===== config.mk =====
export PLATFORM = sky130hd
export DESIGN_NAME = hazard_sched
export DESIGN_NICKNAME = d
export VERILOG_FILES = /design/src/rtl/hazard_sched.sv
export SDC_FILE = /design/constraint.sdc
export NUM_CORES = 1
export LEC_CHECK = 0
export ABC_AREA = 1
export ABC_CLOCK_PERIOD_IN_PS = 4000
export CAP_MARGIN = 20
export CORE_MARGIN = 4
export CORE_UTILIZATION = 50
export DETAILED_ROUTE_END_ITERATION = 6
export GPL_TIMING_DRIVEN = 0
export HOLD_SLACK_MARGIN = 0.1
export PLACE_DENSITY = 0.86
export SYNTH_ARGS = -nofsm -noshare
export SYNTH_HDL_FRONTEND = slang
export SYNTH_SLANG_ARGS = --single-unit
export TNS_END_PERCENT = 20

===== constraint.sdc =====
create_clock -name clk -period 4 [get_ports clk]
set_input_delay 0.8 -clock clk [delete_from_list [all_inputs] [get_ports clk]]
set_output_delay 0.8 -clock clk [all_outputs]
set_load 0.01 [all_outputs]

===== src/rtl/hazard_sched.sv =====
// Hazard controller and FPU scheduler beside the ID/EX boundary: load-use stalls,
// a one-entry scoreboard for the iterative FP divide/sqrt, and writeback arbitration.
module hazard_sched #(
    parameter int FPU_LAT = 16
) (
    input  logic       clk,
    input  logic       rst_n,
    input  logic       id_valid,
    input  logic [5:0] id_rs1,
    input  logic [5:0] id_rs2,
    input  logic [5:0] id_rs3,
    input  logic       id_use_rs1,
    input  logic       id_use_rs2,
    input  logic       id_use_rs3,
    input  logic [5:0] id_rd,
    input  logic       id_reg_write,
    input  logic       id_long_op,
    input  logic [5:0] ex_rd,
    input  logic       ex_mem_read,
    input  logic       ex_branch_taken,
    input  logic       wb_pipe_valid,
    output logic       stall_pc,
    output logic       stall_if_id,
    output logic       bubble_id_ex,
    output logic       flush_if_id,
    output logic       flush_id_ex,
    output logic       fpu_start,
    output logic       fpu_wb_grant,
    output logic       busy
);

    typedef enum logic [1:0] {
        IDLE = 2'd0,
        BUSY = 2'd1,
        DONE = 2'd2
    } state_t;

    state_t     state_reg, state_next;
    logic [5:0] pend_rd_reg, pend_rd_next;
    logic [4:0] cnt_reg, cnt_next;

    // Integer x0 is hardwired and never creates a dependency; f0 is a real register.
    function automatic logic reg_match(input logic [5:0] r, input logic [5:0] p);
        return (r == p) && (r != 6'd0);
    endfunction

    logic [5:0] src [3];
    logic [2:0] src_use;
    logic [2:0] lu_hit;
    logic [2:0] sb_hit;

    assign src[0]  = id_rs1;
    assign src[1]  = id_rs2;
    assign src[2]  = id_rs3;
    assign src_use = {id_use_rs3, id_use_rs2, id_use_rs1};

    genvar gi;
    generate
        for (gi = 0; gi < 3; gi++) begin : g_src
            assign lu_hit[gi] = src_use[gi] & reg_match(src[gi], ex_rd);
            assign sb_hit[gi] = src_use[gi] & reg_match(src[gi], pend_rd_reg);
        end
    endgenerate

    logic in_flight;
    logic load_use;
    logic waw_hit;
    logic sb_hazard;
    logic struct_hazard;
    logic flush;
    logic stall;
    logic issue;
    logic grant;

    assign in_flight     = (state_reg != IDLE);
    assign load_use      = ex_mem_read & id_valid & (|lu_hit);
    assign waw_hit       = id_reg_write & reg_match(id_rd, pend_rd_reg);
    // The grant cycle still counts as in flight, so readers of pend_rd wait one more cycle.
    assign sb_hazard     = in_flight & id_valid & ((|sb_hit) | waw_hit);
    assign struct_hazard = in_flight & id_valid & id_long_op;
    assign flush         = ex_branch_taken;
    assign stall         = (load_use | sb_hazard | struct_hazard) & ~flush;
    assign issue         = id_valid & id_long_op & id_reg_write & ~in_flight & ~stall & ~flush;
    assign grant         = (state_reg == DONE) & ~wb_pipe_valid;

    always_ff @(posedge clk or negedge rst_n) begin
        if (!rst_n) begin
            state_reg   <= IDLE;
            pend_rd_reg <= 6'd0;
            cnt_reg     <= 5'd0;
        end else begin
            state_reg   <= state_next;
            pend_rd_reg <= pend_rd_next;
            cnt_reg     <= cnt_next;
        end
    end

    always_comb begin
        state_next   = state_reg;
        pend_rd_next = pend_rd_reg;
        cnt_next     = cnt_reg;
        stall_pc     = stall;
        stall_if_id  = stall;
        bubble_id_ex = stall;
        flush_if_id  = flush;
        flush_id_ex  = flush;
        fpu_start    = issue;
        fpu_wb_grant = 1'b0;
        busy         = in_flight;
        unique case (state_reg)
            IDLE: begin
                if (issue) begin
                    state_next   = BUSY;
                    pend_rd_next = id_rd;
                    cnt_next     = 5'(FPU_LAT);
                end
            end
            BUSY: begin
                cnt_next = cnt_reg - 5'd1;
                if (cnt_reg <= 5'd1) begin
                    state_next = DONE;
                end
            end
            DONE: begin
                // Pipeline writeback wins; the FPU result waits here until the port is free.
                fpu_wb_grant = grant;
                if (grant) begin
                    state_next   = IDLE;
                    pend_rd_next = 6'd0;
                end
            end
            default: begin
                state_next   = IDLE;
                pend_rd_next = 6'd0;
                cnt_next     = 5'd0;
            end
        endcase
    end

endmodule

==> impl_metrics.ini <==
[sta]
tns_ps = 0
timing.final.max_slew_violations = 0
tightest_slew_ps = 607
min_period_ps = 3770
worst_slack_ps = 231
slew_headroom_pct = 59.4
fin_skew_ps = 4.00
rsz0062_at_grt = false
post-route-period-util_pct = 94.2
holdWs_ps = 514
setup_violations = 0
fmax_mhz = 265
hold_violations = 0

[yosys]
netlist_area_um2 = 1520
ys_seq_elements = 13
yosysUniqueCellTypes = 27
synthCells = 270
seq_area_frac_synth_pct = 21.4
avgSynthCellArea_um2 = 5.64
synth_nets = 313
yosysWarnings = 0

[global_route]
grt_pass1_wl_um = 7120
antenna_found_initial = 0
grt_usage_pct = 21.6
grt_max_degree = 14
globalRoute.totalOverflow = 0
grt_pass1_vias = 1714

[clock_network]
cts_root_buffer = clkbuf_4
cts_hold_buf = 0
clk_pin_slew_ps = 70
cts_buffers = 3
cts_tree = done
cts_sinks = 13
cts_max_level = 1
cts_resized = 0
postCtsSetupBuffers = 0
clock_latency_ps = 280
cts_buffer_depth = 2

[placed_design]
port_buffers = 48
dp_hpwl_um = 3430
post-place-ws_ps = 246
place.gp.congestion = 0.905

[detailed_routing]
drt_first_pass_iters = 4
wl_per_cell_um = 12.1
drc = 0
drt_iter0_markers = 115
viasPerCell = 5.19
drtAntennaViolNets = 0
drt-total-wl_um = 4260
vias = 1831

[worst_setup_path]
r2r-start = pend_rd_reg[4]
cp-endpoint = stall_if_id
worstReg2RegEnd = pend_rd_reg[0]
cp.arrival_ps = 2970
crit_type = primary input to output port
crit_start = ex_rd[5]
critical_path.max_fanout = 4
cp-start-kind = primary input
required_ps = 3200
r2r_cells = 12
reg2reg_slack_ps = 2310
endpoint_kind = output port

[hold_path]
hold_class = flip-flop to flip-flop

[floorplanning]
coreArea_um2 = 2830
die-width_um = 63.2
rows = 19
io_pins = 49
die_h_um = 63.2
initial_core_util_pct = 53.8
die-area_um2 = 3990

[power_and_ir_drop]
ir_drop_mv = 0.436
p_leak_uw = 0.00108
powerDensity_nw_per_um2 = 473

[status]
status = finished, final reports clean

[job]
cap_violations = 0

[finish]
drive_gt1_share_pct = 7.14
largest_reg_flops = 6
final_core_util_pct = 73.1
fillers = 257
final_nets = 366
syn_to_final_growth_pct = 35.8
diodes = 0
-- power by group --
group / switching [µW] / internal [µW]
Sequential: 65.7 / 190
Clock: 44.2 / 38.8
Combinational: 381 / 259
-- how the worst min path moves through the flow --
stage / from / endpoint / slack [ps] / depth (start not counted)
2_1_floorplan: cnt_reg[1] / cnt_reg[1] / 460 / 2
3_3_place_gp: cnt_reg[0] / cnt_reg[0] / 490 / 2
3_5_place_dp: cnt_reg[1] / cnt_reg[1] / 500 / 2
4_1_cts: cnt_reg[1] / cnt_reg[1] / 520 / 2
5_1_grt: cnt_reg[0] / cnt_reg[0] / 550 / 2
6_report: cnt_reg[1] / cnt_reg[1] / 510 / 2
-- layout make-up --
| type | instances | area [µm²] | area share (%) |
|---|---|---|---|
| Sequential cell | 13 | 325 | 15.7 |
| Clock buffer | 4 | 26.3 | 1.27 |
| Timing Repair Buffer | 48 | 480 | 23.2 |
| Buffer | 6 | 40.0 | 1.94 |
| Tap cell | 31 | 38.8 | 1.88 |
| Inverter | 46 | 173 | 8.35 |
| Multi-Input combinational cell | 205 | 985 | 47.6 |
-- cells by family (layout without fill, tap and decap cells) --
logic type	count (synthesis)	after routing	synth area share, %
AOI/OAI and AO/OA	31	31	11.7
xor gates and xnor gates	6	6	3.45
adders and majority gates	2	2	1.64
buffers and inverters	52	104	14.0
DFF	13	13	21.4
and+or+nand+nor	166	166	47.9
-- layout by cell type (no fill, tap or decap), drive strengths merged --
cell           count
xor2               4
o21ai             12
o211ai             3
a21boi             2
dfrtp             13
a21oi              6
ha                 2
clkdlybuf4s50     48
or2                2
nand3             23
inv               46
clkbuf             5
xnor2              2
nor2              45
o22ai              8
nand3b             1
buf                5
nand2             90
nand4              5
-- worst max-delay path, cell delays in order --
cell and delay [ps]:
clkdlybuf4s50_1 510, inv_1 110, a21oi_1 140, nand3_1 90, nor2_1 100, nand3_1 70, nand3_1 100, nand2_1 110
a21oi_1 250, buf_4 150, clkdlybuf4s50_1 530
-- synth_stat cells (all sizes together) --
master	n	area share, %
a21boi	2	0.99
a21oi	6	2.0
buf	5	2.3
clkbuf	1	0.33
dfrtp	13	21
ha	2	1.6
inv	46	11
nand2	90	24
nand3	23	8.4
nand3b	1	0.49
nand4	5	2.1
nor2	45	12
o211ai	3	1.5
o21ai	12	3.9
o22ai	8	3.3
or2	2	0.82
xnor2	2	1.2
xor2	4	2.3
-- per-layer routing --
layer / track usage [%] / part of all wire (%)
met1: 25.8 / 43
met2: 39.4 / 49
met3: 3.37 / 5.5
met4: 6.74 / 1.9
met5: 0 / 0
-- metrics by stage --
| step | total power, µW | cell area [µm²] | std cells |
|---|---|---|---|
| after floorplan | 703 | 1520 | 270 |
| after global placement | 879 | 2040 | 349 |
| after detailed placement | 890 | 2040 | 349 |
| after CTS | 981 | 2070 | 353 |
| after global routing | 1090 | 2070 | 353 |
| final | 978 | 2070 | 353 |
Note: power is estimated with default switching activity, not from simulation.
==> RTL change 1, RTL diff (same settings) <==
`FPU_LAT`: 16 -> 8.
--- a/src/rtl/hazard_sched.sv
+++ b/src/rtl/hazard_sched.sv
@@ -1,7 +1,7 @@
 // Hazard controller and FPU scheduler beside the ID/EX boundary: load-use stalls,
 // a one-entry scoreboard for the iterative FP divide/sqrt, and writeback arbitration.
 module hazard_sched #(
-    parameter int FPU_LAT = 16
+    parameter int FPU_LAT = 8
 ) (
     input  logic       clk,
     input  logic       rst_n,
Formal check against the unedited RTL: not equivalent (Yosys sat finds a counterexample within 10 cycles, from zero or initial values and one cycle with rst_n low).
==> RTL change 1 against the unedited design <==
- final area increased by 0.30%
- synthesized area increased by 0.33%
- sequential cell count unchanged
- sequential share of layout area about the same
- worst setup slack got worse by 3.6 ps
- routed wire length increased by 2.8%
- largest cell class unchanged
- global-route usage increased by 1.8 points
- power decreased by 8.0%
- largest power group unchanged
==> RTL change 1: results (changes against the unedited design) <==
- Max cap viols: 0 (unchanged)
- 1st-iter DRT viols: 115 (unchanged)
- Static Leakage: 0.001096 uW (+1.3%)
- WL per Instance: 12.19 um (+1.1%)
- Clk slew on worst S/H paths: 90 ps (+20 ps)
- Longest Clk Path Bufs: 2 (unchanged)
- Count leader, synth: nand2_1
- Status: completed
- Crit path max-delay family: buffers and inverters
- Placer Congestion: 0.8647 (-4.4%)
- Commonest cells in the netlist: nand2_1 (93), nor2_1 (45), inv_1 (32)
- Post-CTS Resized: 0 (unchanged)
- Mapped Cells: 276 (+2.2%)
- Post-Syn Nets: 319 (+1.9%)
- Top FF cell, synth: dfrtp_1
- Peak supply drop: 0.0003759 V (-14%)
- Synth area leaders: nand2_1 (23%), dfrtp_1 (21%), nor2_1 (11%)
- Synth cell types: 25 (-7.4%)
- Post-CTS Setup Repair Bufs: 0 (unchanged)
- Largest register FFs: 6 (unchanged)
- Crit Path Max Fanout: 4 (unchanged)
- Fillers: 250 (-2.7%)
- Total track usage: 23.45% (+1.8 points)
- Layout cells sized above 1: 10.06% (+2.9 points)
- Number of synthesis warnings: 0 (unchanged)
- Nets@finish: 372 (+1.6%)
- Seq/Total Area, Yosys: 21.29% (-0.070 points)
- Placement Cell Area: 2047 um^2 (+0.24%)
- Post-route DRC: 0 (unchanged)
- Routed vias: 1848 (+0.93%)
- Highest-delay cell along the critical path: clkdlybuf4s50_1
- Clk Latency, worst-skew pair: 300 ps (+20 ps)
- CP peak stage delay: 550 ps (+20 ps)
- Clk_skew: 8.104 ps (+4.101 ps)
- Final non-filler cell total: 359 (+1.7%)
- First-pass GRT wire length: 7645 um (+7.4%)
- HPWL after DPL: 3545 um (+3.3%)
- Clk root buf: clkbuf_4
- H-tree levels: 1 (unchanged)
- Antenna violations before repair: 0 (unchanged)
- Slew at the pin closest to its max-slew limit: 582.5 ps (-24.23 ps)
- Synth async-reset ratio: 100.0% (unchanged)
RTL change 1: cell types whose count changed after synthesis, sizes merged:
cell    unedited run  this run
clkbuf             1         0
inv               46        47
nand3             23        26
o21ai             12        10
nor2              45        46
nand2             90        98
xor2               4         2
nand3b             1         0
o211ai             3         2
RTL change 1: kinds of logic (layout without fill, tap and decap cells):
family | count (synthesis) | count (layout) | synth area share (%)
xor+xnor | 4 | 4 | 2.294
flops | 13 | 13 | 21.29
fa+ha+maj | 2 | 2 | 1.638
compound gates | 28 | 28 | 10.48
buf+inv | 52 | 104 | 13.84
simple gates | 177 | 177 | 50.45
RTL change 1: final cells by class:
cell class	count	area share (%)
Tap cell	31	1.870
Sequential cell	13	15.68
Buffer	5	1.689
Clock buffer	3	1.086
Inverter	47	8.504
Timing Repair Buffer	48	23.16
Multi-Input combinational cell	211	47.77
Clock inverter	1	0.2413
RTL change 1: metal layers:
layer,track usage [%],part of all wire (%)
met1,29.44,44
met2,39.13,45
met3,7.993,10
met4,4.582,1.0
met5,0,0
RTL change 1: where the power goes:
part	internal, uW	switching, uW	total, uW
Combinational	224	333	557
Sequential	185	68.5	254
Clock	37.3	51.0	88.4
Total	446	453	899
RTL change 1: path summary, 6_finish.rpt:
kind                                 from        endpoint  slack [ps]  depth (start not counted)
setup / recovery                 ex_rd[2]     stall_if_id         230                         11
hold / removal                 cnt_reg[1]      cnt_reg[1]         520                          2
setup reg to reg           pend_rd_reg[4]      cnt_reg[2]        2230                         13
hold reg to reg                cnt_reg[1]      cnt_reg[1]         520                          2
max in group asynchronous           rst_n  pend_rd_reg[1]        2750                          1
min in group asynchronous           rst_n    state_reg[1]         860                          1
RTL change 1: worst reg2reg max path: cells and delay by family (launching register included):
| family | cells | cell delay (ps) |
|---|---|---|
| buf+inv | 1 | 90 |
| simple gates | 11 | 930 |
| compound gates | 1 | 130 |
| flops | 1 | 500 |
RTL change 1: per-stage QoR:
step	power, uW	setup slack (ps)
floorplan	634.9	1376
CTS	901.1	236.9
global route	998.9	47.54
detailed placement	810.2	257.6
finish	899.4	227.7
global placement	796.5	256.5
==> RTL change 2, RTL diff (same settings) <==
Without the edit above. Make the reset (`rst_n`) synchronous in one clocked block.
--- a/src/rtl/hazard_sched.sv
+++ b/src/rtl/hazard_sched.sv
@@ -83,7 +83,7 @@
     assign issue         = id_valid & id_long_op & id_reg_write & ~in_flight & ~stall & ~flush;
     assign grant         = (state_reg == DONE) & ~wb_pipe_valid;
 
-    always_ff @(posedge clk or negedge rst_n) begin
+    always_ff @(posedge clk) begin
         if (!rst_n) begin
             state_reg   <= IDLE;
             pend_rd_reg <= 6'd0;
Formal check against the unedited RTL: differs if rst_n is asserted again (counterexample within 4 cycles, from zero or initial values and one cycle with rst_n low); with rst_n held inactive, the same outputs for 10 cycles.
==> RTL change 2 against the unedited design <==
- final area increased by 0.67%
- routed wire length shrank 3.3%
- worst setup slack worse by 42 ps
- critical path depth fell by 2
- synthesized area is 0.49% higher
- critical endpoint unchanged
- non-clock buffer count increased by 3
- sequential cell count unchanged
- synthesized cell count rose by 4.1%
Power is not compared: it rests on default switching activity, and its combinational part moved more than twofold at a synthesized area within 25%.
==> RTL change 2: results (changes against the unedited design) <==
- Status: completed
- Placed cell count: 360 (+3.2%)
- Reg-to-Reg End: pend_rd_reg[0]
- Total track usage: 20.36% (-1.2 points)
- Static Leakage: 0.001002 uW
- Largest net degree at the start of global routing: 11 (-3)
- Crit Path Max Fanout: 5 (+1)
- Placer Congestion: 0.9578 (+5.9%)
- Placement Cell Area: 2049 um^2 (+0.37%)
- Drt via density: 5.077 (-2.1%)
- First-pass GRT wire length: 6817 um (-4.3%)
- Place WS: 176.5 ps (-69.36 ps)
- Reg2reg start: pend_rd_reg[0]
- Post-layout minimum cycle time: 3811 ps (+41.91 ps)
- Post-synthesis xor/xnor area fraction: 4.579% (+1.1 points)
- Layout cells sized above 1: 7.207% (+0.064 points)
- Synth async-reset ratio: 0% (-100 points)
- CP peak stage delay: 600 ps (+70 ps)
- Routed vias: 1848 (+0.93%)
- WP data arrival: 3010 ps (+40 ps)
- HP Start: cnt_reg[4]
- Complex-gate fraction of the synthesized area: 15.13% (+3.5 points)
- Top FF cell, synth: dfxtp_1
- Mapped Cells: 281 (+4.1%)
- Commonest cells in the netlist: nand2_1 (85), inv_1 (47), nor2_1 (38)
- 1st-iter DRT viols: 177 (+54%)
- Post-Route WL: 4114 um (-3.3%)
- Synth cell types: 29 (+7.4%)
- Nets@finish: 377 (+3.0%)
- Vias in the first global route: 1568 (-8.5%)
- R2R Setup Slk: 2170 ps (-140 ps)
- Setup crit start: ex_rd[0]
==> RTL change 2: cell types whose count changed in the layout (fill, tap and decap cells not counted), moves of 6 or more <==
cell     delta
a21oi_1    +16
dfrtp_1    -13
dfxtp_1    +13
inv_1       +6
==> RTL change 2: cell families (layout without fill, tap and decap cells) <==
logic type,after synthesis,after routing
compound gates,43,43
fa+ha+maj,2,2
xor+xnor,8,8
flops,13,13
simple gates,159,159
buf+inv,56,108
==> RTL change 2: how the worst min path moves through the flow <==
stage | endpoint | slack [ps] | cells after the start
global placement | cnt_reg[4] | 460 | 2
global route | pend_rd_reg[5] | 520 | 2
finish | cnt_reg[4] | 480 | 2
detailed placement | cnt_reg[4] | 470 | 2
CTS | cnt_reg[4] | 480 | 2
floorplan | cnt_reg[4] | 450 | 2
==> RTL change 2: worst min-delay path, cell delays in order (launching register included) <==
cell     delay [ps]
dfxtp_1         340
inv_1            50
a21oi_1          50
==> RTL change 2: power by group through the flow <==
stage | Clock [uW] | Sequential [uW] | Combinational, uW
3_5_place_dp | 0 | 168 | 304
6_report | 82.1 | 166 | 308
2_1_floorplan | 0 | 164 | 205
3_3_place_gp | 0 | 168 | 300
5_1_grt | 95.1 | 169 | 345
4_1_cts | 84.4 | 165 | 306
==> RTL change 2: through the flow <==
stage               hold WS (ps)  total power, uW
floorplan                  448.7            368.5
global placement           464.5            468.5
detailed placement         468.2            472.9
CTS                        482.8            556.0
global route               522.2            609.1
finish                     481.3            555.7
==> RTL change 2: layout make-up <==
type	count	area [um^2]
clock buffer	3	22.52
clock inverter	1	5.005
multi-input combinational	212	1022
fill	245	747.0
sequential	13	260.3
timing repair buffer	48	480.5
inverter	47	176.4
tap	31	38.79
buffer	9	76.32
==> RTL change 2: timing repair <==
action | in CTS | in global routing
endpoints found under the setup margin | 0 | 2
gates resized for setup | 0 | 1
setup buffers | 0 | 0
==> RTL change 2: per-layer routing <==
layer | routed length, um | global-route usage [%]
met1 | 1956 | 29.39
met2 | 1761 | 30.77
met3 | 366 | 5.151
met4 | 29 | 3.235
met5 | 0 | 0
